==> src/rtl/dsp_mac_pkg.sv <==
// Shared constants and types for the dsp_mac_seq dot-product engine.
// Optional feature macro: DSP_MAC_CNT_EN (per-result sample count).
package dsp_mac_pkg;

  localparam int DATA_W         = 18;
  localparam int ACC_W          = 48;
  localparam int CNT_W          = 8;
  localparam int RES_LAT        = 5;
  localparam int RES_FIFO_DEPTH = 4;

  // DSP48A1 opmode: X=M, Z=0 starts a new sum; X=M, Z=P accumulates.
  localparam logic [7:0] OPM_MAC_FIRST = 8'h01;
  localparam logic [7:0] OPM_MAC_ACC   = 8'h09;

  typedef logic signed [ACC_W-1:0] res_t;

  function automatic logic [CNT_W-1:0] cnt_sat_inc(input logic [CNT_W-1:0] c);
    return (c == {CNT_W{1'b1}}) ? c : c + 1'b1;
  endfunction

endpackage

==> src/rtl/dsp_mac_seq_if.sv <==
// Sample and result stream bundle for dsp_mac_seq.
// Optional feature macro: DSP_MAC_CNT_EN adds res_cnt.
interface dsp_mac_seq_if;
  import dsp_mac_pkg::*;

  logic                     in_valid;
  logic                     in_ready;
  logic signed [DATA_W-1:0] in_a;
  logic signed [DATA_W-1:0] in_b;
  logic                     in_last;
  logic                     res_valid;
  logic                     res_ready;
  res_t                     res_data;
`ifdef DSP_MAC_CNT_EN
  logic [CNT_W-1:0]         res_cnt;
`endif

  modport slave (
    input  in_valid, in_a, in_b, in_last, res_ready,
`ifdef DSP_MAC_CNT_EN
    output res_cnt,
`endif
    output in_ready, res_valid, res_data
  );

  modport master (
    output in_valid, in_a, in_b, in_last, res_ready,
`ifdef DSP_MAC_CNT_EN
    input  res_cnt,
`endif
    input  in_ready, res_valid, res_data
  );

endinterface

==> src/rtl/dsp_mac_res_fifo.sv <==
// In-order result FIFO. Upstream credit logic guarantees it is never
// written while full. Outputs read as zero while empty or in reset.
// Optional feature macro: DSP_MAC_CNT_EN stores a sample count per entry.
module dsp_mac_res_fifo
  import dsp_mac_pkg::*;
(
  input  logic             clk,
  input  logic             rst,
  input  logic             wr_en,
  input  res_t             wr_data,
`ifdef DSP_MAC_CNT_EN
  input  logic [CNT_W-1:0] wr_cnt,
  output logic [CNT_W-1:0] rd_cnt,
`endif
  input  logic             rd_en,
  output logic             rd_valid,
  output res_t             rd_data
);

  localparam int PTR_W = $clog2(RES_FIFO_DEPTH);
  localparam logic [PTR_W:0] FULL_CNT = (PTR_W+1)'(RES_FIFO_DEPTH);

  logic [PTR_W-1:0] wr_ptr_q, wr_ptr_d;
  logic [PTR_W-1:0] rd_ptr_q, rd_ptr_d;
  logic [PTR_W:0]   cnt_q, cnt_d;
  logic             do_wr, do_rd;
  res_t             mem_q [RES_FIFO_DEPTH];
`ifdef DSP_MAC_CNT_EN
  logic [CNT_W-1:0] cmem_q [RES_FIFO_DEPTH];
`endif

  assign rd_valid = !rst && (cnt_q != '0);
  assign rd_data  = rd_valid ? mem_q[rd_ptr_q] : '0;
`ifdef DSP_MAC_CNT_EN
  assign rd_cnt   = rd_valid ? cmem_q[rd_ptr_q] : '0;
`endif

  // Pointer and occupancy next-state.
  always_comb begin
    do_wr    = wr_en && (cnt_q != FULL_CNT);
    do_rd    = rd_en && rd_valid;
    wr_ptr_d = do_wr ? wr_ptr_q + 1'b1 : wr_ptr_q;
    rd_ptr_d = do_rd ? rd_ptr_q + 1'b1 : rd_ptr_q;
    cnt_d    = cnt_q;
    if (do_wr && !do_rd)      cnt_d = cnt_q + 1'b1;
    else if (!do_wr && do_rd) cnt_d = cnt_q - 1'b1;
  end

  // Control state: pointers and occupancy.
  always_ff @(posedge clk) begin
    if (rst) begin
      wr_ptr_q <= '0;
      rd_ptr_q <= '0;
      cnt_q    <= '0;
    end else begin
      wr_ptr_q <= wr_ptr_d;
      rd_ptr_q <= rd_ptr_d;
      cnt_q    <= cnt_d;
    end
  end

  // Storage array, no reset.
  always_ff @(posedge clk) begin
    if (do_wr) begin
      mem_q[wr_ptr_q]  <= wr_data;
`ifdef DSP_MAC_CNT_EN
      cmem_q[wr_ptr_q] <= wr_cnt;
`endif
    end
  end

endmodule

==> src/rtl/dsp_mac_seq.sv <==
// Streaming dot-product sequencer around an external DSP48A1 configured
// with A1REG/B1REG/MREG/PREG/OPMODEREG = 1 and the pre-adder bypassed.
// Samples are registered onto dsp_a/dsp_b, the matching opmode trails by
// one cycle to meet OPMODEREG alongside MREG, and a last-tag pipe marks
// when P holds a finished sum so it can be captured into the result FIFO.
// Optional feature macro: DSP_MAC_CNT_EN (per-result sample count).
module dsp_mac_seq
  import dsp_mac_pkg::*;
(
  input  logic                     clk,
  input  logic                     rst,
  dsp_mac_seq_if.slave             bus,
  output logic signed [DATA_W-1:0] dsp_a,
  output logic signed [DATA_W-1:0] dsp_b,
  output logic signed [DATA_W-1:0] dsp_d,
  output logic [ACC_W-1:0]         dsp_c,
  output logic [ACC_W-1:0]         dsp_pcin,
  output logic [7:0]               dsp_opmode,
  output logic                     dsp_carryin,
  output logic                     dsp_ce,
  output logic                     dsp_rst,
  input  logic [ACC_W-1:0]         dsp_p
);

  localparam logic [2:0] CRED_MAX = 3'(RES_FIFO_DEPTH);

  logic                     acc, acc_last, res_pop;
  logic signed [DATA_W-1:0] a_p0_q, a_p0_d, b_p0_q, b_p0_d;
  logic [7:0]               opm_p0_q, opm_p0_d, opm_p1_q, opm_p1_d;
  logic                     first_q, first_d;
  // Stage 0 of the 5-deep tag pipe is the acceptance edge itself; the four
  // registered stages follow. A tag in the last stage means P holds the sum.
  logic [RES_LAT-2:0]       tag_q, tag_d;
  logic [2:0]               credits_q, credits_d;
`ifdef DSP_MAC_CNT_EN
  logic [CNT_W-1:0]         vec_cnt_q, vec_cnt_d;
  logic [CNT_W-1:0]         cnt_pipe_q [RES_LAT-1];
  logic [CNT_W-1:0]         cnt_pipe_d [RES_LAT-1];
`endif

  assign bus.in_ready = !rst && (credits_q != CRED_MAX);
  assign acc          = bus.in_valid && bus.in_ready;
  assign acc_last     = acc && bus.in_last;
  assign res_pop      = bus.res_valid && bus.res_ready;

  assign dsp_a       = a_p0_q;
  assign dsp_b       = b_p0_q;
  assign dsp_d       = '0;
  assign dsp_c       = '0;
  assign dsp_pcin    = '0;
  assign dsp_carryin = 1'b0;
  assign dsp_opmode  = opm_p1_q;
  assign dsp_ce      = ~rst;
  assign dsp_rst     = rst;

  // Next-state for input stage, opmode delay, tag pipe and credits.
  always_comb begin
    a_p0_d   = acc ? bus.in_a : '0;
    b_p0_d   = acc ? bus.in_b : '0;
    opm_p0_d = (acc && first_q) ? OPM_MAC_FIRST : OPM_MAC_ACC;
    opm_p1_d = opm_p0_q;
    first_d  = acc ? bus.in_last : first_q;
    tag_d    = {tag_q[RES_LAT-3:0], acc_last};
    unique case ({acc_last, res_pop})
      2'b10:   credits_d = credits_q + 1'b1;
      2'b01:   credits_d = credits_q - 1'b1;
      default: credits_d = credits_q;
    endcase
  end

  // p0: sample registered to DSP A/B; p1: opmode lines up with MREG.
  always_ff @(posedge clk) begin
    if (rst) begin
      a_p0_q    <= '0;
      b_p0_q    <= '0;
      opm_p0_q  <= '0;
      opm_p1_q  <= '0;
      first_q   <= 1'b1;
      tag_q     <= '0;
      credits_q <= '0;
    end else begin
      a_p0_q    <= a_p0_d;
      b_p0_q    <= b_p0_d;
      opm_p0_q  <= opm_p0_d;
      opm_p1_q  <= opm_p1_d;
      first_q   <= first_d;
      tag_q     <= tag_d;
      credits_q <= credits_d;
    end
  end

`ifdef DSP_MAC_CNT_EN
  // Running saturating sample count, delayed to line up with its tag.
  always_comb begin
    vec_cnt_d = vec_cnt_q;
    if (acc) vec_cnt_d = first_q ? CNT_W'(1) : cnt_sat_inc(vec_cnt_q);
    cnt_pipe_d[0] = acc_last ? vec_cnt_d : '0;
    for (int i = 1; i < RES_LAT-1; i++) cnt_pipe_d[i] = cnt_pipe_q[i-1];
  end

  // Count datapath registers; first_q overrides any stale count.
  always_ff @(posedge clk) begin
    vec_cnt_q  <= vec_cnt_d;
    cnt_pipe_q <= cnt_pipe_d;
  end
`endif

  dsp_mac_res_fifo u_res_fifo (
    .clk      (clk),
    .rst      (rst),
    .wr_en    (tag_q[RES_LAT-2]),
    .wr_data  ($signed(dsp_p)),
`ifdef DSP_MAC_CNT_EN
    .wr_cnt   (cnt_pipe_q[RES_LAT-2]),
    .rd_cnt   (bus.res_cnt),
`endif
    .rd_en    (bus.res_ready),
    .rd_valid (bus.res_valid),
    .rd_data  (bus.res_data)
  );

endmodule
==> src/flat_wrapper.sv <==
// flat-port wrapper written by rule: the top's interface ports become plain ports
module dsp_mac_seq_flat import dsp_mac_pkg::*;
  (clk, rst, dsp_a, dsp_b, dsp_d, dsp_c, dsp_pcin, dsp_opmode, dsp_carryin, dsp_ce, dsp_rst, dsp_p, bus_in_valid, bus_in_a, bus_in_b, bus_in_last, bus_res_ready, bus_in_ready, bus_res_valid, bus_res_data);
  dsp_mac_seq_if bus_i ();
  input  logic clk;
  input  logic rst;
  output logic signed [DATA_W-1:0] dsp_a;
  output logic signed [DATA_W-1:0] dsp_b;
  output logic signed [DATA_W-1:0] dsp_d;
  output logic [ACC_W-1:0] dsp_c;
  output logic [ACC_W-1:0] dsp_pcin;
  output logic [7:0] dsp_opmode;
  output logic dsp_carryin;
  output logic dsp_ce;
  output logic dsp_rst;
  input  logic [ACC_W-1:0] dsp_p;
  input wire logic [$bits(bus_i.in_valid)-1:0] bus_in_valid;
  input wire logic [$bits(bus_i.in_a)-1:0] bus_in_a;
  input wire logic [$bits(bus_i.in_b)-1:0] bus_in_b;
  input wire logic [$bits(bus_i.in_last)-1:0] bus_in_last;
  input wire logic [$bits(bus_i.res_ready)-1:0] bus_res_ready;
  output wire logic [$bits(bus_i.in_ready)-1:0] bus_in_ready;
  output wire logic [$bits(bus_i.res_valid)-1:0] bus_res_valid;
  output wire logic [$bits(bus_i.res_data)-1:0] bus_res_data;
  assign bus_i.in_valid = bus_in_valid;
  assign bus_i.in_a = bus_in_a;
  assign bus_i.in_b = bus_in_b;
  assign bus_i.in_last = bus_in_last;
  assign bus_i.res_ready = bus_res_ready;
  assign bus_in_ready = bus_i.in_ready;
  assign bus_res_valid = bus_i.res_valid;
  assign bus_res_data = bus_i.res_data;
  dsp_mac_seq u_core (.clk(clk), .rst(rst), .bus(bus_i), .dsp_a(dsp_a), .dsp_b(dsp_b), .dsp_d(dsp_d), .dsp_c(dsp_c), .dsp_pcin(dsp_pcin), .dsp_opmode(dsp_opmode), .dsp_carryin(dsp_carryin), .dsp_ce(dsp_ce), .dsp_rst(dsp_rst), .dsp_p(dsp_p));
endmodule
==> config.mk <==
export PLATFORM = sky130hd
export DESIGN_NAME = dsp_mac_seq_flat
export DESIGN_NICKNAME = d
export VERILOG_FILES = /design/src/rtl/dsp_mac_pkg.sv /design/src/rtl/dsp_mac_seq_if.sv /design/src/rtl/dsp_mac_res_fifo.sv /design/src/rtl/dsp_mac_seq.sv /design/src/flat_wrapper.sv
export SDC_FILE = /design/constraint.sdc
export NUM_CORES = 1
export LEC_CHECK = 0
export ABC_AREA = 1
export CAP_MARGIN = 40
export CORE_ASPECT_RATIO = 0.5
export CORE_UTILIZATION = 51
export DETAILED_ROUTE_END_ITERATION = 8
export PLACE_DENSITY = 0.85
export SYNTH_ARGS = -nofsm -noshare
export SYNTH_HDL_FRONTEND = slang
export SYNTH_SLANG_ARGS = --single-unit
==> constraint.sdc <==
create_clock -name clk -period 8.3 [get_ports clk]
set_input_delay 1.245 -clock clk [delete_from_list [all_inputs] [get_ports clk]]
set_output_delay 1.245 -clock clk [all_outputs]
set_load 0.1 [all_outputs]
==> results.md <==
- Status: completed
- CP Launch Type: primary input
- Cell count after synthesis: roughly 920
- Core box area: 19,600 sq um
- Global-route wire length before repair: 37,500 um
- Rows: 36
- DP HPWL: 16,100 um
- Switching share of power: 0.322
- Distinct cell type count after synthesis: 27
- Total grt overflow: 0
- Vias in the first global route: 7,075
- WL/cell: 17.3 um
- Internal power: 2.04 mW
- Hold_sp: u_core.opm_p0_q[3]
- Antenna violations before repair: 1
- Cell mode on critical path: clkdlybuf4s50_1
- Remaining antenna violation count: 0
- Maximum fanout along the worst path: 50
- Crit path time final: 4.91 ns
- Max Clock Skew: approximately 0.022 ns
- Antenna Cells: 0
- Post-Synthesis Cell Area: 10,300 sq um
- Final Instance Area: about 14,000 sq um
- CP max stage delay: 0.64 ns
- CP Depth: 6
- RR Startpoint: u_core.u_res_fifo.cnt_q[0]
- Post-synth ARST share: 0
- MaxCap Viol Count: 0
- Maximum vdd drop: 0.179 mV
- Clock Path Buffers: 3
- # setup viols final: 0
- Worst-path cell chain: clkdlybuf4s50_1 > inv_6 > nand2_4 > a21oi_1 > clkdlybuf4s50_1 > buf_8
- Post-cts resize count: 0
- Yosys top cell area share: 0.560
- Ys flop type: edfxtp_1
- Drt via density: 4.95
- Power share of the combinational group: 0.224
- Clk sinks: 249
- EDFF count, synth: 192
- FF-to-FF path depth: 12
- Static Leakage: 5.42 nW
- Initial DRC count: slightly below 400
- CTS hold repair buffers: 0
- #FFs+latches synth: 249
- Power Total: between 3 and 4 mW
- Die X: about 200 um
- Synth cell count leaders: nor2_1 (242), edfxtp_1 (192), buf_4 (128), o21ai_0 (68), a21oi_1 (60)
- Top cell family by delay on the critical path: buffers and inverters
- Clock-pin slew on the worst setup and hold paths: 0.06 ns
- Total track usage: 0.238
- NetSw: 0.968 mW
- Slowest cell on the critical path: clkdlybuf4s50_1
- Initial Utilization: 0.525
- Final Hold Viols: 0
- Critical path buffers and inverters: 4
- Full die area: about 21,000 sq um
- CTS tree: yes
- H-tree lvl count: 1
- Max Clk Rate: 0.203 GHz
- CP Data Arrival Time: 3.67 ns
- Reg-to-Reg End: u_core.u_res_fifo.cnt_q[2]
- Mean post-synth cell area: 11.2 sq um
- Die Span Y: roughly 100 um
- Max-slew headroom: 0.398
- Most numerous cell in the Yosys netlist: nor2_1
- Largest net degree at the start of global routing: 97
- Critical Path Sink: bus_res_data[15]
- Pwr Density: ~210 nW/um^2
- Dominant cell type by area after synthesis: edfxtp_1
- Post-CTS Setup Bufs: 0
- Ranking of synthesized cells by area: edfxtp_1 (56%), dfxtp_1 (11%), buf_4 (9.3%)
- Tightest Pin Transition: roughly 0.9 ns
- Worst-Skew Late Latency: 0.51 ns
- Synth warn: 0
- RSZ-0062 raised after global routing: no
- TritonCTS buffer count: 22
- Fin crit share: 0.592
- Final Net Count: 1,267
- Crit path from: rst
- Crit Path Class: in2out
- Count of pins over their slew limit: 0
- Post-Place Setup Slack: 3.44 ns
- Area growth syn-to-layout: 36.1%
- CP endpoint kind: primary output
- Final WL: 25,100 um
- DP Area: about 13,000 sq um
- GP Congestion: ~0.78
- DR vias: 7,186
- IO buf count: 178
- IO Pins: 300
- Worst setup margin: 3.39 ns
- DRT Pass-1 Iters: 5
- Part of the power in registers: 0.454
- Drc violations: 0
- Share of cells above drive strength 1: 0.127
- R2R setup slack: between 5 and 6 ns
- # fillers: 1,168
- Min-Delay Path Class: reg2reg
- Seq/Total Area, Yosys: 0.671
- Clock Tree Root: clkbuf_16
- Final core occ: 0.715
- Setup_tns: 0 ns
- CP required: 7.05 ns
- Clk pwr share: 0.322
power by group through the flow:
stage	registers [mW]	clock network [mW]	logic [mW]
after floorplan	1.45	0	0.456
after global placement	1.39	0	0.572
after detailed placement	1.39	0	0.670
after CTS	1.37	0.983	0.673
after global routing	1.37	1.03	0.696
final	1.37	0.968	0.674
worst register-to-register path, cell delays in order (launching register included):
cell	delay, ns
dfxtp_1	0.37
nor2_2	0.14
nand2_1	0.11
nand2_4	0.50
inv_2	0.15
nand2_4	0.13
ha_1	0.16
inv_1	0.09
fa_1	0.45
a21oi_1	0.18
o21ai_0	0.13
o21ai_0	0.17
a21oi_1	0.06
layout by cell type (no fill, tap or decap), drive strengths merged, types with 4 or more instances in the layout:
cell	count
nor2	246
edfxtp	192
clkdlybuf4s50	178
conb	121
o21ai	103
buf	97
inv	63
a21oi	60
dfxtp	57
clkbuf	24
nand2	16
clkinv	9
nand3	6
ha	5
clkinvlp	4
logic make-up (layout without fill, tap and decap cells):
kind of cell | count (synthesis) | after routing | synth area share
AND/OR/NAND/NOR | 269 | 269 | 0.103
flip-flops | 249 | 249 | 0.671
adder cells (fa/ha/maj) | 7 | 7 | 0.00997
other | 1 | 121 | 0.000364
buffers and inverters | 226 | 376 | 0.136
AO/OA/AOI/OAI | 164 | 164 | 0.0799
cell type report:
cell class,count,area [sq um],share of cell area
Clock buffer,24,558,0.0398
Clock inverter,15,123,0.00876
Inverter,62,240,0.0172
Multi-Input combinational cell,561,2470,0.176
Sequential cell,249,6910,0.494
Tap cell,266,333,0.0238
Timing Repair Buffer,275,3370,0.241
registers in the layout, indices dropped and copies added (netlist names), named ones only:
name                        count
u_core.u_res_fifo.mem_q       192
u_core.dsp_b                   18
u_core.u_res_fifo.cnt_q         3
u_core.credits_q                3
u_core.opm_p0_q                 2
u_core.dsp_opmode               2
u_core.u_res_fifo.wr_ptr_q      2
u_core.first_q                  1
u_core.tag_q                    4
u_core.u_res_fifo.rd_ptr_q      2
u_core.dsp_a                   18
per-stage QoR:
step,hold WS [ns],instances
final,0.421,1452
after global routing,0.422,1452
after CTS,0.421,1452
after detailed placement,0.408,1413
after global placement,0.397,1322
after floorplan,0.388,1036
per-layer routing:
metal,track usage,vias to the layer above,share of wire
met3,0.0469,54,0.067
li1,-,3306,-
met4,0.0821,2,0.025
met2,0.445,356,0.53
met5,0,-,0.00044
met1,0.278,3468,0.37
how the worst min path moves through the flow:
stage | end | slack, ns | cells after the start
2_1_floorplan | u_core.dsp_opmode[0] | 0.39 | 2
3_3_place_gp | u_core.tag_q[2] | 0.40 | 2
3_5_place_dp | u_core.tag_q[2] | 0.41 | 2
4_1_cts | u_core.dsp_opmode[3] | 0.42 | 2
5_1_grt | u_core.dsp_opmode[3] | 0.42 | 2
6_report | u_core.dsp_opmode[3] | 0.42 | 2
Power figures use the tool's default switching activity.
